===== src/rtl/mips_pipe_pkg.sv =====
// Shared constants for the MIPS pipeline hazard/stall controller:
// forwarding select encodings, MDU sequencer states and the zero register.
package mips_pipe_pkg;

    localparam logic [1:0] FWD_RF  = 2'b00;
    localparam logic [1:0] FWD_EX  = 2'b01;
    localparam logic [1:0] FWD_MEM = 2'b10;
    localparam logic [1:0] FWD_WB  = 2'b11;

    localparam logic [4:0] REG_ZERO = 5'd0;

    typedef enum logic {
        IDLE = 1'b0,
        RUN  = 1'b1
    } mdu_state_t;

endpackage


===== src/rtl/hazard_stall_controller_if.sv =====
// Signal bundle between the ID-stage datapath and the hazard/stall controller.
// STALL_COUNT exists only when STALL_COUNTER_EN is defined.
interface hazard_stall_controller_if;

    logic [4:0]  ID_RS;
    logic [4:0]  ID_RT;
    logic        ID_USES_RS;
    logic        ID_USES_RT;
    logic        ID_READS_HILO;
    logic        ID_MDU_START;
    logic        ID_MDU_DIV;
    logic [4:0]  EX_DEST;
    logic        EX_RF_ENABLE;
    logic        EX_LOAD_INSTR;
    logic [4:0]  MEM_DEST;
    logic        MEM_RF_ENABLE;
    logic [4:0]  WB_DEST;
    logic        WB_RF_ENABLE;
    logic        PC_LE;
    logic        IF_ID_LE;
    logic        ID_EX_NOP;
    logic [1:0]  FWD_A_SEL;
    logic [1:0]  FWD_B_SEL;
    logic        MDU_GO;
    logic        MDU_BUSY;
    logic        MDU_DONE;
`ifdef STALL_COUNTER_EN
    logic [31:0] STALL_COUNT;
`endif

    modport master (
        output ID_RS, ID_RT, ID_USES_RS, ID_USES_RT, ID_READS_HILO,
        output ID_MDU_START, ID_MDU_DIV,
        output EX_DEST, EX_RF_ENABLE, EX_LOAD_INSTR,
        output MEM_DEST, MEM_RF_ENABLE, WB_DEST, WB_RF_ENABLE,
        input  PC_LE, IF_ID_LE, ID_EX_NOP, FWD_A_SEL, FWD_B_SEL,
        input  MDU_GO, MDU_BUSY, MDU_DONE
`ifdef STALL_COUNTER_EN
        , input STALL_COUNT
`endif
    );

    modport slave (
        input  ID_RS, ID_RT, ID_USES_RS, ID_USES_RT, ID_READS_HILO,
        input  ID_MDU_START, ID_MDU_DIV,
        input  EX_DEST, EX_RF_ENABLE, EX_LOAD_INSTR,
        input  MEM_DEST, MEM_RF_ENABLE, WB_DEST, WB_RF_ENABLE,
        output PC_LE, IF_ID_LE, ID_EX_NOP, FWD_A_SEL, FWD_B_SEL,
        output MDU_GO, MDU_BUSY, MDU_DONE
`ifdef STALL_COUNTER_EN
        , output STALL_COUNT
`endif
    );

endinterface


===== src/rtl/fwd_select.sv =====
// Operand forwarding select for one ID source register, priority EX > MEM > WB.
// A load in EX is never forwarded from EX; the load-use stall covers it.
module fwd_select
    import mips_pipe_pkg::*;
(
    input  logic [4:0] src,
    input  logic       uses,
    input  logic [4:0] ex_dest,
    input  logic       ex_rf_enable,
    input  logic       ex_load,
    input  logic [4:0] mem_dest,
    input  logic       mem_rf_enable,
    input  logic [4:0] wb_dest,
    input  logic       wb_rf_enable,
    output logic [1:0] sel
);

    logic valid_src;

    assign valid_src = uses && (src != REG_ZERO);

    always_comb begin
        sel = FWD_RF;
        if (valid_src && ex_rf_enable && !ex_load && (ex_dest == src)) begin
            sel = FWD_EX;
        end else if (valid_src && mem_rf_enable && (mem_dest == src)) begin
            sel = FWD_MEM;
        end else if (valid_src && wb_rf_enable && (wb_dest == src)) begin
            sel = FWD_WB;
        end
    end

endmodule


===== src/rtl/hazard_stall_controller.sv =====
// Load-use / HI-LO hazard detection, operand forwarding and MDU sequencing for
// a 5-stage MIPS pipeline. Optional stall counter: define STALL_COUNTER_EN.
module hazard_stall_controller
    import mips_pipe_pkg::*;
#(
    parameter int MULT_CYCLES = 4,
    parameter int DIV_CYCLES  = 8,
    parameter int CNT_W       = 4
) (
    input  logic                     Clk,
    input  logic                     Reset,
    hazard_stall_controller_if.slave hz
);

    mdu_state_t       state_reg;
    logic [CNT_W-1:0] count_reg;
    logic             done_reg;

    logic [4:0] src [2];
    logic       uses [2];
    logic       ex_hit [2];
    logic [1:0] sel [2];

    logic load_stall;
    logic mdu_stall;
    logic stall;
    logic busy;
    logic [CNT_W-1:0] start_count;

    assign src[0]  = hz.ID_RS;
    assign src[1]  = hz.ID_RT;
    assign uses[0] = hz.ID_USES_RS;
    assign uses[1] = hz.ID_USES_RT;

    generate
        for (genvar gi = 0; gi < 2; gi++) begin : g_src
            assign ex_hit[gi] = uses[gi] && (hz.EX_DEST == src[gi]);

            fwd_select u_fwd (
                .src           (src[gi]),
                .uses          (uses[gi]),
                .ex_dest       (hz.EX_DEST),
                .ex_rf_enable  (hz.EX_RF_ENABLE),
                .ex_load       (hz.EX_LOAD_INSTR),
                .mem_dest      (hz.MEM_DEST),
                .mem_rf_enable (hz.MEM_RF_ENABLE),
                .wb_dest       (hz.WB_DEST),
                .wb_rf_enable  (hz.WB_RF_ENABLE),
                .sel           (sel[gi])
            );
        end
    endgenerate

    assign load_stall = hz.EX_LOAD_INSTR && hz.EX_RF_ENABLE &&
                        (hz.EX_DEST != REG_ZERO) && (ex_hit[0] || ex_hit[1]);
    assign busy       = (state_reg == RUN);
    assign mdu_stall  = busy && (hz.ID_READS_HILO || hz.ID_MDU_START);
    assign stall      = load_stall || mdu_stall;

    assign hz.PC_LE     = !stall;
    assign hz.IF_ID_LE  = !stall;
    assign hz.ID_EX_NOP = stall;
    assign hz.FWD_A_SEL = sel[0];
    assign hz.FWD_B_SEL = sel[1];
    // Gated by stall so a start held in ID by a hazard is issued exactly once.
    assign hz.MDU_GO    = (state_reg == IDLE) && hz.ID_MDU_START && !stall;
    assign hz.MDU_BUSY  = busy;
    assign hz.MDU_DONE  = done_reg;

    assign start_count = hz.ID_MDU_DIV ? CNT_W'(DIV_CYCLES - 1) : CNT_W'(MULT_CYCLES - 1);

    always_ff @(posedge Clk) begin
        if (Reset) begin
            state_reg <= IDLE;
            count_reg <= '0;
            done_reg  <= 1'b0;
        end else begin
            done_reg <= 1'b0;
            case (state_reg)
                IDLE: begin
                    if (hz.ID_MDU_START && !load_stall) begin
                        count_reg <= start_count;
                        state_reg <= RUN;
                    end
                end
                RUN: begin
                    if (count_reg != '0) begin
                        count_reg <= count_reg - 1'b1;
                    end else begin
                        state_reg <= IDLE;
                        done_reg  <= 1'b1;
                    end
                end
                default: state_reg <= IDLE;
            endcase
        end
    end

`ifdef STALL_COUNTER_EN
    logic [31:0] stall_count_reg;

    always_ff @(posedge Clk) begin
        if (Reset) begin
            stall_count_reg <= '0;
        end else if (stall) begin
            stall_count_reg <= stall_count_reg + 32'd1;
        end
    end

    assign hz.STALL_COUNT = stall_count_reg;
`endif

endmodule


===== src/flat_wrapper.sv =====
// flat-port wrapper written by rule: the top's interface ports become plain ports
module hazard_stall_controller_flat import mips_pipe_pkg::*;
#(
    parameter int MULT_CYCLES = 4,
    parameter int DIV_CYCLES  = 8,
    parameter int CNT_W       = 4
)
  (Clk, Reset, hz_ID_RS, hz_ID_RT, hz_ID_USES_RS, hz_ID_USES_RT, hz_ID_READS_HILO, hz_ID_MDU_START, hz_ID_MDU_DIV, hz_EX_DEST, hz_EX_RF_ENABLE, hz_EX_LOAD_INSTR, hz_MEM_DEST, hz_MEM_RF_ENABLE, hz_WB_DEST, hz_WB_RF_ENABLE, hz_PC_LE, hz_IF_ID_LE, hz_ID_EX_NOP, hz_FWD_A_SEL, hz_FWD_B_SEL, hz_MDU_GO, hz_MDU_BUSY, hz_MDU_DONE);
  hazard_stall_controller_if hz_i ();
  input  logic Clk;
  input  logic Reset;
  input wire logic [$bits(hz_i.ID_RS)-1:0] hz_ID_RS;
  input wire logic [$bits(hz_i.ID_RT)-1:0] hz_ID_RT;
  input wire logic [$bits(hz_i.ID_USES_RS)-1:0] hz_ID_USES_RS;
  input wire logic [$bits(hz_i.ID_USES_RT)-1:0] hz_ID_USES_RT;
  input wire logic [$bits(hz_i.ID_READS_HILO)-1:0] hz_ID_READS_HILO;
  input wire logic [$bits(hz_i.ID_MDU_START)-1:0] hz_ID_MDU_START;
  input wire logic [$bits(hz_i.ID_MDU_DIV)-1:0] hz_ID_MDU_DIV;
  input wire logic [$bits(hz_i.EX_DEST)-1:0] hz_EX_DEST;
  input wire logic [$bits(hz_i.EX_RF_ENABLE)-1:0] hz_EX_RF_ENABLE;
  input wire logic [$bits(hz_i.EX_LOAD_INSTR)-1:0] hz_EX_LOAD_INSTR;
  input wire logic [$bits(hz_i.MEM_DEST)-1:0] hz_MEM_DEST;
  input wire logic [$bits(hz_i.MEM_RF_ENABLE)-1:0] hz_MEM_RF_ENABLE;
  input wire logic [$bits(hz_i.WB_DEST)-1:0] hz_WB_DEST;
  input wire logic [$bits(hz_i.WB_RF_ENABLE)-1:0] hz_WB_RF_ENABLE;
  output wire logic [$bits(hz_i.PC_LE)-1:0] hz_PC_LE;
  output wire logic [$bits(hz_i.IF_ID_LE)-1:0] hz_IF_ID_LE;
  output wire logic [$bits(hz_i.ID_EX_NOP)-1:0] hz_ID_EX_NOP;
  output wire logic [$bits(hz_i.FWD_A_SEL)-1:0] hz_FWD_A_SEL;
  output wire logic [$bits(hz_i.FWD_B_SEL)-1:0] hz_FWD_B_SEL;
  output wire logic [$bits(hz_i.MDU_GO)-1:0] hz_MDU_GO;
  output wire logic [$bits(hz_i.MDU_BUSY)-1:0] hz_MDU_BUSY;
  output wire logic [$bits(hz_i.MDU_DONE)-1:0] hz_MDU_DONE;
  assign hz_i.ID_RS = hz_ID_RS;
  assign hz_i.ID_RT = hz_ID_RT;
  assign hz_i.ID_USES_RS = hz_ID_USES_RS;
  assign hz_i.ID_USES_RT = hz_ID_USES_RT;
  assign hz_i.ID_READS_HILO = hz_ID_READS_HILO;
  assign hz_i.ID_MDU_START = hz_ID_MDU_START;
  assign hz_i.ID_MDU_DIV = hz_ID_MDU_DIV;
  assign hz_i.EX_DEST = hz_EX_DEST;
  assign hz_i.EX_RF_ENABLE = hz_EX_RF_ENABLE;
  assign hz_i.EX_LOAD_INSTR = hz_EX_LOAD_INSTR;
  assign hz_i.MEM_DEST = hz_MEM_DEST;
  assign hz_i.MEM_RF_ENABLE = hz_MEM_RF_ENABLE;
  assign hz_i.WB_DEST = hz_WB_DEST;
  assign hz_i.WB_RF_ENABLE = hz_WB_RF_ENABLE;
  assign hz_PC_LE = hz_i.PC_LE;
  assign hz_IF_ID_LE = hz_i.IF_ID_LE;
  assign hz_ID_EX_NOP = hz_i.ID_EX_NOP;
  assign hz_FWD_A_SEL = hz_i.FWD_A_SEL;
  assign hz_FWD_B_SEL = hz_i.FWD_B_SEL;
  assign hz_MDU_GO = hz_i.MDU_GO;
  assign hz_MDU_BUSY = hz_i.MDU_BUSY;
  assign hz_MDU_DONE = hz_i.MDU_DONE;
  hazard_stall_controller #(.MULT_CYCLES(MULT_CYCLES), .DIV_CYCLES(DIV_CYCLES), .CNT_W(CNT_W)) u_core (.Clk(Clk), .Reset(Reset), .hz(hz_i));
endmodule

===== config.mk =====
export PLATFORM = sky130hd
export DESIGN_NAME = hazard_stall_controller_flat
export DESIGN_NICKNAME = d
export VERILOG_FILES = /design/src/rtl/mips_pipe_pkg.sv /design/src/rtl/hazard_stall_controller_if.sv /design/src/rtl/fwd_select.sv /design/src/rtl/hazard_stall_controller.sv /design/src/flat_wrapper.sv
export SDC_FILE = /design/constraint.sdc
export NUM_CORES = 1
export LEC_CHECK = 0
export CAP_MARGIN = 20
export CELL_PAD_IN_SITES_DETAIL_PLACEMENT = 1
export CELL_PAD_IN_SITES_GLOBAL_PLACEMENT = 2
export CORE_ASPECT_RATIO = 0.75
export CORE_MARGIN = 3
export CORE_UTILIZATION = 20
export DETAILED_ROUTE_END_ITERATION = 8
export PLACE_DENSITY_LB_ADDON = 0.1
export SLEW_MARGIN = 20
export SYNTH_ARGS = -nofsm -noshare
export SYNTH_HDL_FRONTEND = slang
export SYNTH_SLANG_ARGS = --single-unit
export TNS_END_PERCENT = 50

===== constraint.sdc =====
create_clock -name Clk -period 2.1 [get_ports Clk]
set_input_delay 0.42 -clock Clk [delete_from_list [all_inputs] [get_ports Clk]]
set_output_delay 0.42 -clock Clk [all_outputs]
set_load 0.05 [all_outputs]

==> impl_summary.md <==
Yosys
The number of warnings printed during yosys synthesis is 0. The main flop type after synthesis is sky130_fd_sc_hd__dfxtp_1. In this run, synthesis produced a sequential element count of 6.

The most repeated cell in the gate-level netlist after synthesis is sky130_fd_sc_hd__xor2_1. The count of different cell masters after synthesis is 35. The count of mapped cells out of synthesis is approximately 110. The number of nets produced by synthesis is 142. The area share of the leading cell type in the synthesized netlist is between 10% and 20%. The largest total area in the synthesized netlist belongs to sky130_fd_sc_hd__xor2_1. Yosys attributes the largest share of cell area to sky130_fd_sc_hd__xor2_1, sky130_fd_sc_hd__xnor2_1, sky130_fd_sc_hd__dfxtp_1. In the synthesized netlist the async set-or-reset flop fraction comes to 0%. The per-instance average area after synthesis is around 7.9 sq um. After synthesis, flip-flops and latches occupy about 14% of the total area. The number of synthesized flops with an enable pin is 0.

In the synthesized netlist, the cells that appear most often are sky130_fd_sc_hd__xor2_1, sky130_fd_sc_hd__xnor2_1, sky130_fd_sc_hd__nand2_1. The post-synthesis instance area is between 800 and 900 sq um.

Worst setup path
STA classifies the critical path endpoint as a primary output. The worst setup path is of the primary input to primary output kind. The worst setup path is launched from a primary input. The worst path arrival time is between 1.5 and 2 ns. The critical path data required time is 1.68 ns. The largest fanout of any net on the critical path is 4. The number of cells on the worst reg-to-reg path is 7.

Placed design
At the end of routability-driven placement, the weighted congestion stood at 0.739. Port buffering added 45 buffers. After legalization and detailed placement, the total HPWL measured ~3100 um.

Flow run
Across the run, the number of max-cap violations was 0.

Detailed routing
In the final routed layout, each cell accounts on average for 15.0 um. Using the TritonRoute via totals, the vias-per-cell ratio works out to 4.59. The detailed router's first-iteration violation count is 25. In this run the remaining antenna-violating nets after routing total 0. The DRC violation count after routing is 0. The final layout contains routed wiring with a total length of ~3700 um. Detailed routing inserted a total of roughly 1,100 vias. The pre-antenna-repair detailed-routing pass consisted of 4 iterations.

Timing
The tightest hold path in the finished design has a slack of between 0.5 and 0.6 ns. Setup repair after global routing could not meet its margin everywhere. The clock arrives with 0.000209 ns of skew. The relative slew slack is ~50%. The time the worst path needs with I/O delays and setup is around 2.2 ns. The count of final hold-check violations is 0. Setup slack on the critical path of the routed design comes to -0.0979 ns. The final period utilization is 105%. The final count of pins violating max slew was 0. The slew at the pin closest to its max-slew limit is slightly above 0.7 ns. Setup violations remaining at the end of the flow were counted as 7. For this run, the top clock speed supported by timing is between 400 and 500 MHz.

Floorplanning
After floorplanning, the core was sized to cover approximately 0.0038 sq mm. The number of primary I/O pins is 46. The initial standard-cell utilization of the core is 21.7%. The full die area is 0.00497 sq mm. The placement row count is 19.

The horizontal die dimension is roughly 80 um. The die span in y is around 62 um.

Pwr
The total power density per cell area is roughly 380 mW/mm^2. Of the total power, combinational logic draws ~57%. The total net switching power is approximately 0.00025 W. The relative contribution of the clock network to total power is roughly a quarter. The internal power of the cells totals approximately 0.00046 W. The share of power burned in registers is around 19%.

In this run switching power makes up a little over a third of total power. The worst supply voltage drop on vdd is around 230 uV. The analysis attributes to cell leakage a power of 0.835 nW.

The completed layout was analyzed and its total power is 0.000708 W.

Clocking
The deepest clock path buffer count is 2. CTS saw 6 sinks. The maximum level of the CTS H-tree is 1. Buffers inserted during clock tree synthesis total 3. Clock latency on the worst-skew pair, taken at its later pin, is 0.22 ns. TritonCTS built the clock tree.

Clock tree synthesis selected as its root buffer the cell sky130_fd_sc_hd__clkbuf_8. The post-CTS clock slew at the launch and capture registers of the worst setup and hold paths is ~0.03 ns.

Hold path
The hold-critical path depth is 1. The path category of the worst min-delay check is flop to flop.

Global route
The global-route wire length before repair is approximately 6100 um. The via count of the first global-routing pass was about 1,200. The initial antenna violation count came to 0.

The largest net degree at the start of global routing is 9. The global route total overflow is 0. Global routing used between 15 and 20% of the available tracks across all layers.

Final layout
0 antenna diodes ended up in the layout. The total number of nets in the final design is between 200 and 250. From synthesis to final layout, the design area changed by 126%. The register with the most flip-flops in the layout has 4 of them. The post-route netlist has 49.7% of its cells at a drive strength greater than 1.

Status
The checks that failed: setup timing. The run finished, with violations left.
==> cell families (layout without fill, tap and decap cells) <==
kind of cell | after synthesis | count (layout) | share of synthesized area [%]
compound gates | 22 | 22 | 22.1
xor+xnor | 30 | 30 | 31.6
fa+ha+maj | 1 | 1 | 1.51
buf+inv | 7 | 93 | 3.61
flops | 6 | 6 | 14.5
simple gates | 39 | 39 | 26.7
==> worst max-delay path, cell delays in order <==
cell                       delay (ns)
sky130_fd_sc_hd__buf_8           0.10
sky130_fd_sc_hd__or4_4           0.53
sky130_fd_sc_hd__o21ai_2         0.14
sky130_fd_sc_hd__buf_6           0.12
sky130_fd_sc_hd__nand4b_1        0.19
sky130_fd_sc_hd__a21oi_2         0.11
sky130_fd_sc_hd__buf_12          0.16
==> layout by cell type (no fill, tap or decap), types with 4 or more instances in the layout <==
cell type                         instances
sky130_fd_sc_hd__nand2_1                  5
sky130_fd_sc_hd__inv_1                    4
sky130_fd_sc_hd__clkdlybuf4s50_1         10
sky130_fd_sc_hd__buf_6                   16
sky130_fd_sc_hd__dfxtp_1                  6
sky130_fd_sc_hd__buf_4                   28
sky130_fd_sc_hd__buf_12                   7
sky130_fd_sc_hd__xor2_1                  15
sky130_fd_sc_hd__nor3_1                   4
sky130_fd_sc_hd__dlygate4sd2_1            6
sky130_fd_sc_hd__buf_2                   11
sky130_fd_sc_hd__xnor2_2                  5
sky130_fd_sc_hd__xnor2_1                  9
==> power by group through the flow <==
| stage | Clock [W] | Sequential, W | Combinational [W] |
|---|---|---|---|
| floorplan | 0 | 0.000145 | 0.000146 |
| global placement | 0 | 0.000138 | 0.000363 |
| detailed placement | 0 | 0.000139 | 0.000372 |
| CTS | 0.000175 | 0.000138 | 0.000396 |
| global route | 0.000184 | 0.000140 | 0.000433 |
| finish | 0.000169 | 0.000137 | 0.000402 |
==> layer usage <==
metal,GRT usage [%],vias to the layer above,wire length (um)
met5,0,-,0
li1,-,557,-
met3,3.17,0,232
met2,28.5,34,1720
met4,1.45,0,0
met1,20.9,525,1690
==> per-stage QoR <==
stage               setup TNS [ns]  area, sq um  util (%)  instances  setup WS, ns
global route                -0.785         1880      49.1        243        -0.160
finish                      -0.405         1880      49.1        243       -0.0979
global placement             -3.88         1690      44.2        236        -0.516
floorplan                   -0.367          851         -        105        -0.288
CTS                         -0.502         1840      48.2        242        -0.112
detailed placement           -4.43         1690      44.2        236        -0.587
==> path summary, 6_finish.rpt <==
check / startpoint / endpoint / slack, ns
max: hz_ID_RS[1] / hz_FWD_A_SEL[1] / -0.1
min reg2reg: u_core.count_reg[2]$_SDFFE_PP0P_ / u_core.hz.MDU_DONE$_SDFF_PP0_ / 0.51
max reg2reg: u_core.count_reg[0]$_SDFFE_PP0P_ / u_core.count_reg[1]$_SDFFE_PP0P_ / 0.40
min: u_core.count_reg[2]$_SDFFE_PP0P_ / u_core.hz.MDU_DONE$_SDFF_PP0_ / 0.51
==> area by class of cell <==
type                            instances  area [sq um]
Fill cell                             445          1950
Timing Repair Buffer                   85           822
Multi-Input combinational cell         92           813
Sequential cell                         6           120
Tap cell                               52          65.1
Clock buffer                            3          41.3
Inverter                                5          18.8
==> timing repair <==
action                     CTS  global route
setup buffers                3             1
setup endpoints to repair    9             8
hold buffers                 0             0
pin swaps                   23            12
gates resized for setup    125             9
(Power assumes the default switching activity.)
